`src/rtl/hazard_pkg.sv`:
```
// hazard_pkg: shared constants and helpers for the scoreboard hazard detector.
`default_nettype none

package hazard_pkg;

  localparam int CTRL_CALL   = 0;
  localparam int CTRL_RET    = 1;
  localparam int CTRL_BRANCH = 2;

  function automatic int addr_width(input int num_regs);
    return (num_regs < 2) ? 1 : $clog2(num_regs);
  endfunction

  function automatic int cnt_width(input int wb_lat, input int load_lat);
    int m;
    m = (wb_lat > load_lat) ? wb_lat : load_lat;
    return (m < 1) ? 1 : $clog2(m + 1);
  endfunction

  // Cycles a freshly accepted write keeps its destination busy.
  function automatic int lat_sel(input int forward_en, input int wb_lat,
                                 input int load_lat, input logic is_load);
    if (forward_en == 0) return wb_lat;
    return is_load ? load_lat : 0;
  endfunction

endpackage

`default_nettype wire

```
`src/rtl/hazard_scoreboard.sv`:
```
// hazard_scoreboard: per-register busy countdowns with WAW-safe reload and flush.
`default_nettype none

module hazard_scoreboard
  import hazard_pkg::*;
#(
  parameter int NUM_REGS = 32,
  parameter int NUM_LK   = 2,
  parameter int CNT_W    = 3,
  parameter int ZERO_REG = 1,
  localparam int ADDR_W  = addr_width(NUM_REGS)
) (
  input  logic                     clk_i,
  input  logic                     rst_ni,
  input  logic                     flush_i,
  input  logic                     wr_en_i,
  input  logic [ADDR_W-1:0]        wr_addr_i,
  input  logic [CNT_W-1:0]         wr_lat_i,
  input  logic [NUM_LK*ADDR_W-1:0] lk_addr_i,
  output logic [NUM_LK-1:0]        lk_busy_o,
  output logic [NUM_REGS-1:0]      busy_mask_o
);

  for (genvar r = 0; r < NUM_REGS; r++) begin : g_reg
    logic [CNT_W-1:0] cnt_q;
    logic [CNT_W-1:0] cnt_d;
    logic [CNT_W-1:0] dec;
    logic             hit;

    // A rewrite of a busy register keeps whichever release time is later.
    always_comb begin
      dec   = (cnt_q != '0) ? cnt_q - CNT_W'(1) : '0;
      hit   = wr_en_i && (wr_addr_i == ADDR_W'(r)) && !((ZERO_REG != 0) && (r == 0));
      cnt_d = (hit && (wr_lat_i > dec)) ? wr_lat_i : dec;
    end

    always_ff @(posedge clk_i or negedge rst_ni) begin
      if (!rst_ni) begin
        cnt_q <= '0;
      end else if (flush_i) begin
        cnt_q <= '0;
      end else begin
        cnt_q <= cnt_d;
      end
    end

    assign busy_mask_o[r] = (cnt_q != '0);
  end

  for (genvar p = 0; p < NUM_LK; p++) begin : g_lk
    assign lk_busy_o[p] = busy_mask_o[lk_addr_i[p*ADDR_W +: ADDR_W]];
  end

endmodule

`default_nettype wire

```
`src/rtl/hazard_detect_sb.sv`:
```
// hazard_detect_sb: decode-stage data/control hazard detector built on a countdown scoreboard.
`default_nettype none

module hazard_detect_sb
  import hazard_pkg::*;
#(
  parameter int NUM_REGS   = 32,
  parameter int NUM_RD     = 2,
  parameter int WB_LAT     = 4,
  parameter int LOAD_LAT   = 1,
  parameter int FORWARD_EN = 0,
  parameter int ZERO_REG   = 1,
  parameter int NUM_CTRL   = 3,
  localparam int ADDR_W    = addr_width(NUM_REGS)
) (
  input  logic                     clk_i,
  input  logic                     rst_ni,
  input  logic                     issue_valid_i,
  input  logic                     reg_write_i,
  input  logic                     is_load_i,
  input  logic [ADDR_W-1:0]        wr_addr_i,
  input  logic [NUM_RD-1:0]        rd_en_i,
  input  logic [NUM_RD*ADDR_W-1:0] rd_addr_i,
  input  logic [NUM_CTRL-1:0]      ctrl_issue_i,
  input  logic [NUM_CTRL-1:0]      ctrl_clr_i,
  input  logic                     flush_i,
  output logic                     data_hazard_o,
  output logic                     control_hazard_o,
  output logic                     stall_o,
  output logic [NUM_REGS-1:0]      busy_mask_o
);

  localparam int CNT_W = cnt_width(WB_LAT, LOAD_LAT);

  logic [NUM_RD-1:0]   rd_busy;
  logic [NUM_RD-1:0]   port_hit;
  logic                accept;
  logic [CNT_W-1:0]    wr_lat;
  logic [NUM_CTRL-1:0] pend_q;
  logic [NUM_CTRL-1:0] pend_d;

  hazard_scoreboard #(
    .NUM_REGS (NUM_REGS),
    .NUM_LK   (NUM_RD),
    .CNT_W    (CNT_W),
    .ZERO_REG (ZERO_REG)
  ) u_sb (
    .clk_i       (clk_i),
    .rst_ni      (rst_ni),
    .flush_i     (flush_i),
    .wr_en_i     (accept & reg_write_i),
    .wr_addr_i   (wr_addr_i),
    .wr_lat_i    (wr_lat),
    .lk_addr_i   (rd_addr_i),
    .lk_busy_o   (rd_busy),
    .busy_mask_o (busy_mask_o)
  );

  assign port_hit         = {NUM_RD{issue_valid_i}} & rd_en_i & rd_busy;
  assign data_hazard_o    = |port_hit;
  assign control_hazard_o = |pend_q;
  assign stall_o          = data_hazard_o | control_hazard_o;
  assign accept           = issue_valid_i & ~stall_o;
  assign wr_lat           = CNT_W'(lat_sel(FORWARD_EN, WB_LAT, LOAD_LAT, is_load_i));

  // Set beats clear so a same-cycle issue/resolve of one class stays pending.
  assign pend_d = (pend_q & ~ctrl_clr_i) | (ctrl_issue_i & {NUM_CTRL{accept}});

  always_ff @(posedge clk_i or negedge rst_ni) begin
    if (!rst_ni) begin
      pend_q <= '0;
    end else if (flush_i) begin
      pend_q <= '0;
    end else begin
      pend_q <= pend_d;
    end
  end

endmodule

`default_nettype wire

```
`config.mk`:
```
export PLATFORM = sky130hd
export DESIGN_NAME = hazard_detect_sb
export DESIGN_NICKNAME = d
export VERILOG_FILES = /design/src/rtl/hazard_pkg.sv /design/src/rtl/hazard_scoreboard.sv /design/src/rtl/hazard_detect_sb.sv
export SDC_FILE = /design/constraint.sdc
export NUM_CORES = 1
export LEC_CHECK = 0
export CAP_MARGIN = 20
export CORE_MARGIN = 2
export CORE_UTILIZATION = 39
export DETAILED_ROUTE_END_ITERATION = 10
export PLACE_DENSITY = 0.57
export SETUP_SLACK_MARGIN = 0.1
export SYNTH_ARGS = -nofsm -noshare
export SYNTH_HDL_FRONTEND = slang
export SYNTH_HIERARCHICAL = 1
export SYNTH_SLANG_ARGS = --single-unit
```
`constraint.sdc`:
```
create_clock -name clk_i -period 3.8 [get_ports clk_i]
set_input_delay 0.38 -clock clk_i [delete_from_list [all_inputs] [get_ports clk_i]]
set_output_delay 0.38 -clock clk_i [all_outputs]
set_load 0.05 [all_outputs]
```
Word-level counts from Yosys, hierarchy flattened:

Cells that the tools add are included.

* register bits: 99
* input bits: 29
* output and inout bits: 35
* word-level logic and storage cells: 335

* $add $sub $neg: 32
* order comparisons: 33
* equality and inequality tests: 31
* mux-type cells: 100
* bitwise operators: 10
* reduce and logical (&&, ||, !) cells: 96

Operator list (number)
* $mux W3: 96
* $reduce_bool A3 Y1: 32
* $sub A3 B1 Y3 const B: 32
* $gt A3 B3 Y1 const A: 31
* $eq A5 B5 Y1 const B: 16
* $logic_and A1 B1 Y1: 62
* $eq A5 B4 Y1 const B: 8
* $eq A5 B3 Y1 const B: 4
* $lt A5 B6 Y1 const B: 2
* $bmux W1 S5: 2
* $eq A5 B2 Y1 const B: 2
* $and A3 B3 Y3: 2
* $eq A5 B1 Y1 const B: 1
* $and A2 B2 Y2: 2
* $not A3 Y3: 1
* $or A3 B3 Y3: 1
* $reduce_or A3 Y1: 1
* $and A1 B1 Y1: 2
* $mux W1: 2
* $reduce_or A2 Y1: 1
* $not A1 Y1: 1
* $or A1 B1 Y1: 1

Depth between registers and ports, before layout:

Gate-level depths: netlist (run 1).

* depth in word-level cells: 13
* depth in mapped cells: 13
* gate-level depth less buffers: 13

Hierarchy:

Netlist (run 1), hierarchy kept.

By module, submodules not included
* hazard_scoreboard: times used 1, cells an instance 876, area an instance 7990.2 µm², sequential area each 2402.3 µm²
* hazard_detect_sb: times used 1, cells an instance 21, area an instance 198.9 µm², sequential area each 75.1 µm²

Least setup slack after synthesis (run 1):

No wires, ideal clock.

* path kind: flip-flop to flip-flop
* start: reg u_sb.g_reg[7].cnt_q[1]
* end: reg u_sb.g_reg[8].cnt_q[0]
* library setup time: 0.132 ns
* data arrival time: 3.773 ns
* data required time: 3.668 ns
* setup slack: -0.105 ns
* cell stages (with the launch flop): 13
* buffers on the path: 0
* clock period less this slack: 3.905 ns
* cells stage by stage: dfrtp_1 > or3_1 > mux4_2 > a21oi_1 > a22o_1 > nor3_1 > a22o_1 > nor3_1 > or4b_1 > a311o_1 > a21oi_2 > mux2i_1 > nor2_1

* cells in the longest elaborated chain, start to end: 13
* elaborated cells on any way between the ends: 15
* those cells by class: mux: 6; bitwise: 5; reduce/logical: 4

Ends and longest elaborated chain
* from (decl): line hazard_scoreboard.sv:25 `logic [CNT_W-1:0] cnt_q;`
* from (signal assigned): line hazard_scoreboard.sv:43 `cnt_q <= cnt_d;`
* $reduce_bool A3 Y1: line hazard_scoreboard.sv:47 `assign busy_mask_o[r] = (cnt_q != '0);`
* via busy_mask_o[7]: line hazard_detect_sb.sv:30 `output logic [NUM_REGS-1:0] busy_mask_o`
* $bmux W1 S5: line hazard_scoreboard.sv:51 `assign lk_busy_o[p] = busy_mask_o[lk_addr_i[p*ADDR_W +: ADDR_W]];`
* $mux W1 (not written as such): line hazard_scoreboard.sv:51
* via rd_busy[0]: line hazard_detect_sb.sv:35 `logic [NUM_RD-1:0] rd_busy;`
* $and A2 B2 Y2: line hazard_detect_sb.sv:59 `assign port_hit = {NUM_RD{issue_valid_i}} & rd_en_i & rd_busy;`
* $reduce_or A2 Y1: line hazard_detect_sb.sv:60 `assign data_hazard_o = |port_hit;`
* $or A1 B1 Y1: line hazard_detect_sb.sv:62 `assign stall_o = data_hazard_o | control_hazard_o;`
* $not A1 Y1: line hazard_detect_sb.sv:63 `assign accept = issue_valid_i & ~stall_o;`
* $and A1 B1 Y1: line hazard_detect_sb.sv:63
* $and A1 B1 Y1: line hazard_detect_sb.sv:51 `.wr_en_i (accept & reg_write_i),`
* $logic_and A1 B1 Y1: line hazard_scoreboard.sv:33 `hit = wr_en_i && (wr_addr_i == ADDR_W'(r)) && !((ZERO_REG != 0) && (r == 0));`
* $logic_and A1 B1 Y1: line hazard_scoreboard.sv:34 `cnt_d = (hit && (wr_lat_i > dec)) ? wr_lat_i : dec;`
* $mux W3: line hazard_scoreboard.sv:34
* $mux W3: line hazard_scoreboard.sv:40 `end else if (flush_i) begin`
* to (signal assigned): line hazard_scoreboard.sv:43
* to (decl): line hazard_scoreboard.sv:25

The timed path passes the listed nets, and every way through them passes these cells. The select of a mux whose other input is x is not followed.

Worst setup path after layout (run 1):

* start: reg u_sb.g_reg[15].cnt_q[1]
* end: reg u_sb.g_reg[4].cnt_q[2]

* cells in the longest elaborated chain, start to end: 13
* elaborated cells on any way between the ends: 15
* those cells by class: mux: 6; bitwise: 5; reduce/logical: 4

Ends and longest elaborated chain (line)
* from (decl): hazard_scoreboard.sv:25
* from (signal assigned): hazard_scoreboard.sv:43
* $reduce_bool A3 Y1: hazard_scoreboard.sv:47
* $bmux W1 S5: hazard_scoreboard.sv:51
* $mux W1 (not written as such): hazard_scoreboard.sv:51
* via rd_busy[0]: hazard_detect_sb.sv:35
* $and A2 B2 Y2: hazard_detect_sb.sv:59
* $reduce_or A2 Y1: hazard_detect_sb.sv:60
* $or A1 B1 Y1: hazard_detect_sb.sv:62
* $not A1 Y1: hazard_detect_sb.sv:63
* $and A1 B1 Y1: hazard_detect_sb.sv:63
* $and A1 B1 Y1: hazard_detect_sb.sv:51
* $logic_and A1 B1 Y1: hazard_scoreboard.sv:33
* $logic_and A1 B1 Y1: hazard_scoreboard.sv:34
* $mux W3: hazard_scoreboard.sv:34
* $mux W3: hazard_scoreboard.sv:40
* to (signal assigned): hazard_scoreboard.sv:43
* to (decl): hazard_scoreboard.sv:25

The timed path passes the listed nets, and every way through them passes these cells. The select of a mux whose other input is x is not followed.

==> results.cfg, run 1 <==
[outcome]
status = completed

[timing]
rsz0062_at_grt = true
clock_skew_ns = 0.006110
min_period_ns = 3.661
final-setup-viol-count = 0
hold_viol = 0
clock.fmax_mhz = 273.1
max_slew.worst_pin.slew_ns = 0.8786
max_slew_margin_pct = 39.91
hold_ws_ns = 0.1105
drv_slew = 0
worst_slack_ns = 0.1389
finalCritPeriodShare_pct = 96.34

[floorplanning]
dieArea_um2 = 22170
placementRows = 53
io-pin-count = 64
dieWidth_um = 148.9
fp.dieH_um = 148.9
start_util_pct = 39.33
fp.coreArea_um2 = 20820

[grt]
grt_pass1_vias = 6843
grt_max_degree = 103
track_usage_pct = 21.05
grt_overflow = 0
antenna_found_initial = 0
grt_first_pass_wirelength_um = 36110

[worst_setup_path]
end_kind = flip-flop
critPathTopFamily = simple AND/OR/NAND/NOR gates
crit_type = reg -> reg
required_ns = 4.03
critPathBufInv = 1
crit_chain = or3_4 -> mux4_2 -> a21oi_2 -> a22o_1 -> nor3_2 -> a22o_1 -> nor3_4 -> or4b_4 -> a311o_1 -> a21oi_2 -> buf_4 -> or2_2 -> a21oi_1
cpPeakStageDelay_ns = 0.51
path_max_fanout = 4
cp.arrival_ns = 3.89
slowest_stage = or4b_4
start_kind = flip-flop

[finish]
drive_above_1_share_pct = 19.67
antenna_cells = 0
ff_latch_area_um2 = 2477
final_common_cell = dfrtp_1
final_cell_mix = dfrtp_1, ha_1, a21oi_1
multiInputGateArea_um2 = 5841
fin_cells = 1378
fillers = 2010
syn2layout_area_growth_pct = 27.61
final_nets = 1222
fin_area_um2 = 10450
post-route-util_pct = 50.19

[logic_synthesis]
syn_area_um2 = 8189
synth_warnings = 6
synth_edf_count = 0
syn_area_per_cell_um2 = 9.129
ys_types = 49
ys_seq_elements = 99
ys_seq_area_share_pct = 30.25
synthCells = 897
synthArstFlopShare_pct = 100.0
synth-main-ff-cell = dfrtp_1

[drt]
drt-pass1-iter-count = 4
avgRoutedWirePerCell_um = 16.37
drt_iter0_markers = 331
vias = 7122
drcViolationCount = 0
via_per_inst = 5.168
antenna_left = 0
wirelength_um = 22560

[placement]
post_dp_cell_area_um2 = 9906
place_hpwl_um = 16510
place.gp.congestion = 0.8416
pre_cts_ws_ns = -0.1911
dp_cells = 1352
port_buffers = 62

[clock_network]
numCtsBuffers = 9
path_clk_slew_ns = 0.07
htree_levels = 3
clock-sinks = 99
hold_buffers = 0
clockBufferDepth = 2
cts_root_buf = clkbuf_16
worstSkewPairLatency_ns = 0.36
cts_tree = yes

[power_and_ir_drop]
p_per_area_nw_per_um2 = 230.9
ir_drop_uv = 188.8
p_leak_nw = 4.630

[worst_hold_path]
hp-class = in -> async

[job]
max_cap_viol_count = 0
[path summary, 6_finish.rpt]
check | from | end | slack (ns) | depth (start not counted)
setup / recovery | u_sb/g_reg[15].cnt_q[1] | u_sb/g_reg[4].cnt_q[2] | 0.14 | 13
hold / removal | rst_ni | u_sb/g_reg[16].cnt_q[1] | 0.11 | 1
setup reg to reg | u_sb/g_reg[15].cnt_q[1] | u_sb/g_reg[4].cnt_q[2] | 0.14 | 13
hold reg to reg | u_sb/g_reg[0].cnt_q[0] | u_sb/g_reg[0].cnt_q[0] | 0.54 | 1
max in group asynchronous | rst_ni | u_sb/g_reg[15].cnt_q[2] | 2.88 | 2
min in group clk_i | flush_i | u_sb/g_reg[9].cnt_q[0] | 0.40 | 2
[sequential cells by signal, indices dropped and copies added (netlist names)]
signal	cells
pend_q	3
u_sb/g.cnt_q	96
[per-layer routing]
metal  up-vias  wire, um  GRT usage [%]  share of wire (%)
li1       3599         -              -                  -
met1      3428     10840          28.59                 48
met2        77     10740          35.25                 48
met3        18       652          2.783                2.9
met4         0       331          5.857                1.5
met5         -         0              0                  0
[area by class of cell]
| class | count | share of cell area [%] |
|---|---|---|
| well taps | 275 | 3.293 |
| clock buffers | 9 | 2.155 |
| repair buffers | 146 | 12.55 |
| flip-flops and latches | 99 | 23.71 |
| clock inverters | 5 | 0.5388 |
| multi-input cells | 792 | 55.89 |
| inverters | 52 | 1.868 |
[report_power, final]
part           leakage [nW]  switching (mW)  internal, mW
Combinational          3.11           0.258         0.155
Clock                 0.137           0.436         0.503
Sequential             1.38         0.00385          1.06
[kinds of logic after synthesis]
logic type / after synthesis / synth area share (%)
buffers and inverters: 78 / 3.591
AO/OA/AOI/OAI: 227 / 20.98
flip-flops: 99 / 30.25
AND/OR/NAND/NOR: 347 / 23.67
other: 2 / 0.09171
adder cells (fa/ha/maj): 93 / 14.21
multiplexers: 51 / 7.212
[what timing repair did]
item                       4_1_cts  5_1_grt
pin swaps                        1       17
cloned                           0        0
gates resized for setup          0       39
setup buffers                    1       10
setup endpoints to repair        8       81
[per-stage QoR]
step / total power [mW] / TNS (ns)
after global routing: 2.530 / 0
final: 2.413 / 0
after floorplan: 1.308 / 0
after global placement: 1.454 / -8.346
after CTS: 2.409 / 0
after detailed placement: 1.459 / -7.879
[worst register-to-register path: cells and delay by family (launching register included)]
kind            cells  cell delay, ns
compound gates      6            1.13
mux                 1            0.48
flops               1            0.40
buf+inv             1            0.16
simple gates        5            1.35
[synthesized netlist by cell type, types with 3 or more instances]
| master | n | area [um2] |
|---|---|---|
| nand3_1 | 3 | 15.01 |
| nor3_1 | 16 | 80.08 |
| nand4b_1 | 3 | 26.28 |
| nand4_1 | 3 | 18.77 |
| a2111oi_0 | 8 | 70.07 |
| o21ai_0 | 66 | 330.3 |
| dfrtp_1 | 99 | 2477 |
| and3_1 | 20 | 125.1 |
| a21oi_1 | 92 | 460.4 |
| a311o_1 | 9 | 90.09 |
| nor3b_1 | 32 | 240.2 |
| clkbuf_1 | 24 | 90.09 |
| o41ai_1 | 3 | 26.28 |
| a2111oi_4 | 16 | 440.4 |
| nor2b_1 | 65 | 406.6 |
| a211oi_1 | 8 | 60.06 |
| a22o_1 | 3 | 26.28 |
| mux2i_1 | 41 | 410.4 |
| nand2b_1 | 4 | 25.02 |
| nor2_1 | 56 | 210.2 |
| or2_2 | 47 | 294.0 |
| nand2_1 | 58 | 217.7 |
| a21oi_2 | 3 | 26.28 |
| or3_1 | 22 | 137.6 |
| mux2_2 | 4 | 45.04 |
| a2111oi_2 | 4 | 60.06 |
| nor4_1 | 6 | 37.54 |
| or3b_2 | 3 | 26.28 |
| inv_1 | 52 | 195.2 |
| mux4_2 | 6 | 135.1 |
| ha_1 | 93 | 1164 |
Note: power is estimated with default switching activity, not from simulation.
==> inputs of run 2 (changes only) <==
--- a/config.mk
+++ b/config.mk
@@ -6,7 +6,6 @@
 export NUM_CORES = 1
 export LEC_CHECK = 0
 export CAP_MARGIN = 20
-export CORE_MARGIN = 2
 export CORE_UTILIZATION = 39
 export DETAILED_ROUTE_END_ITERATION = 10
 export PLACE_DENSITY = 0.57
==> results.cfg, run 2 (synthesis results as in run 1) <==
[timing]
clock_skew_ns = 0.007891
drv_slew = 0
max_slew.worst_pin.slew_ns = 0.8818
clock.fmax_mhz = 277.8
tns_ns = 0
hold_viol = 0
rsz0062_at_grt = false
final-setup-viol-count = 0
finalCritPeriodShare_pct = 94.74
max_slew_margin_pct = 39.69
min_period_ns = 3.600

[grt]
grt_pass1_vias = 6768
grt_use_met2_pct = 35.66
antenna_found_initial = 1
grt.busiest_layer = met2
use_met3_pct = 3.199
grt_first_pass_wirelength_um = 35650
grt_max_degree = 77
grt_util_met1_pct = 28.93
grt_overflow = 0
track_usage_pct = 21.41

[power_and_ir_drop]
total_power_mw = 2.452
switching_share_pct = 27.42
internal-power_mw = 1.780
ir_drop_uv = 209.7
p_per_area_nw_per_um2 = 238.7
p_seq_share_pct = 43.3
p_switching_mw = 0.6725
p_leak_nw = 4.550
comb_power_share_pct = 16.2
pwr-share-clk_pct = 40.5

[job]
max_cap_viol_count = 0

[floorplanning]
placementRows = 52
start_util_pct = 40.08
dieArea_um2 = 21580
dieWidth_um = 146.9
fp.coreArea_um2 = 20430
fp.dieH_um = 146.9
io-pin-count = 64

[finish]
regMostFlops = u_sb/g.cnt_q
syn2layout_area_growth_pct = 25.44
final_nets = 1210
final_cell_mix = dfrtp_1, ha_1, a21oi_1
ff_latch_area_um2 = 2479
final_common_cell = dfrtp_1
antenna_cells = 0
multiInputGateArea_um2 = 5759
reg_top3 = u_sb/g.cnt_q (96), pend_q (3)
drive_above_1_share_pct = 17.47
largest_reg_flops = 96
fillers = 2012

[placement]
port_buffers = 62
place_hpwl_um = 16500
place.gp.congestion = 0.8603

[worst_setup_path]
end_kind = flip-flop
cp.arrival_ns = 3.80
start_kind = flip-flop
crit_type = reg -> reg
reg2reg_slack_ns = 0.20
path_max_fanout = 5
r2r-start = u_sb/g_reg[13].cnt_q[0]
r2r_cells = 12
required_ns = 4.00
r2r-end = u_sb/g_reg[4].cnt_q[0]
crit_start = u_sb/g_reg[13].cnt_q[0]

[drt]
wirelength_um = 22090
via_per_inst = 5.243
drcViolationCount = 0
vias = 7146
avgRoutedWirePerCell_um = 16.21
drt_iter0_markers = 291
antenna_left = 0
drt-pass1-iter-count = 5

[clock_network]
cts_root_buf = clkbuf_16
htree_levels = 3
worstSkewPairLatency_ns = 0.35
clock-sinks = 99
path_clk_slew_ns = 0.07
clockBufferDepth = 2
numCtsBuffers = 9
cts_tree = yes

[worst_hold_path]
hp-class = in -> async

[outcome]
status = completed
run 2: changes by cell type in the layout (fill, tap and decap cells not counted), moves of 2 or more:
cell / change
buf_6: -6
clkbuf_1: +2
a21oi_1: +8
nand2_2: -3
buf_4: -7
a21oi_2: -6
a21oi_4: -2
nand2_1: +3
run 2: through the flow:
stage	cell area (um2)	setup WS (ns)	hold slack [ns]	cells	util (%)
4_1_cts	10160	0.1385	0.4636	1355	49.76
3_5_place_dp	9844	-0.1260	0.3113	1338	48.19
6_report	10270	0.1997	0.4617	1363	50.28
3_3_place_gp	9844	-0.1127	0.3171	1338	48.19
2_1_floorplan	8484	0.1220	0.08441	969	-
5_1_grt	10270	0.07664	0.4871	1363	50.28
run 2: per-layer routing:
layer	share of wire, %	up-vias
li1	-	3582
met1	47	3426
met2	47	115
met3	4.2	21
met4	1.6	2
met5	0.077	-
run 2: timing repair:
action,in CTS,in global routing
buffers inserted,0,8
hold endpoints to repair,23,0
endpoints found under the setup margin,0,89
resized for setup,0,13
hold buffers,1,0
run 2: worst max path at each step:
stage,to,cells past startpoint
after floorplan,u_sb/g_reg[8].cnt_q[0],12
after global placement,u_sb/g_reg[8].cnt_q[0],13
after detailed placement,u_sb/g_reg[8].cnt_q[0],13
after CTS,u_sb/g_reg[8].cnt_q[0],12
after global routing,u_sb/g_reg[5].cnt_q[0],14
final,u_sb/g_reg[4].cnt_q[0],12
run 2: final cells by class:
cell class	instances	share of cell area, %
Inverter	52	1.900
Clock inverter	5	0.7552
Tap cell	270	3.289
Timing Repair Buffer	134	11.60
Sequential cell	99	24.13
Multi-Input combinational cell	792	56.07
Clock buffer	11	2.266
run 2: worst max-delay path, cell delays in order, from the launching register on:
cell and delay, ns:
dfrtp_1 0.42, or3_4 0.42, mux4_2 0.46, a21oi_1 0.16, a22o_1 0.16, nor3_1 0.05, a22o_1 0.25, nor3_2 0.18
or4b_1 0.55, a311o_1 0.33, a21oi_2 0.19, mux2i_1 0.21, nor2_1 0.06
run 2: power groups by stage:
stage | combinational (mW) | clock, mW | sequential [mW]
finish | 0.397 | 0.994 | 1.06
CTS | 0.375 | 1.03 | 1.06
detailed placement | 0.373 | 0 | 1.08
global placement | 0.368 | 0 | 1.08
global route | 0.442 | 1.07 | 1.06
floorplan | 0.227 | 0 | 1.08
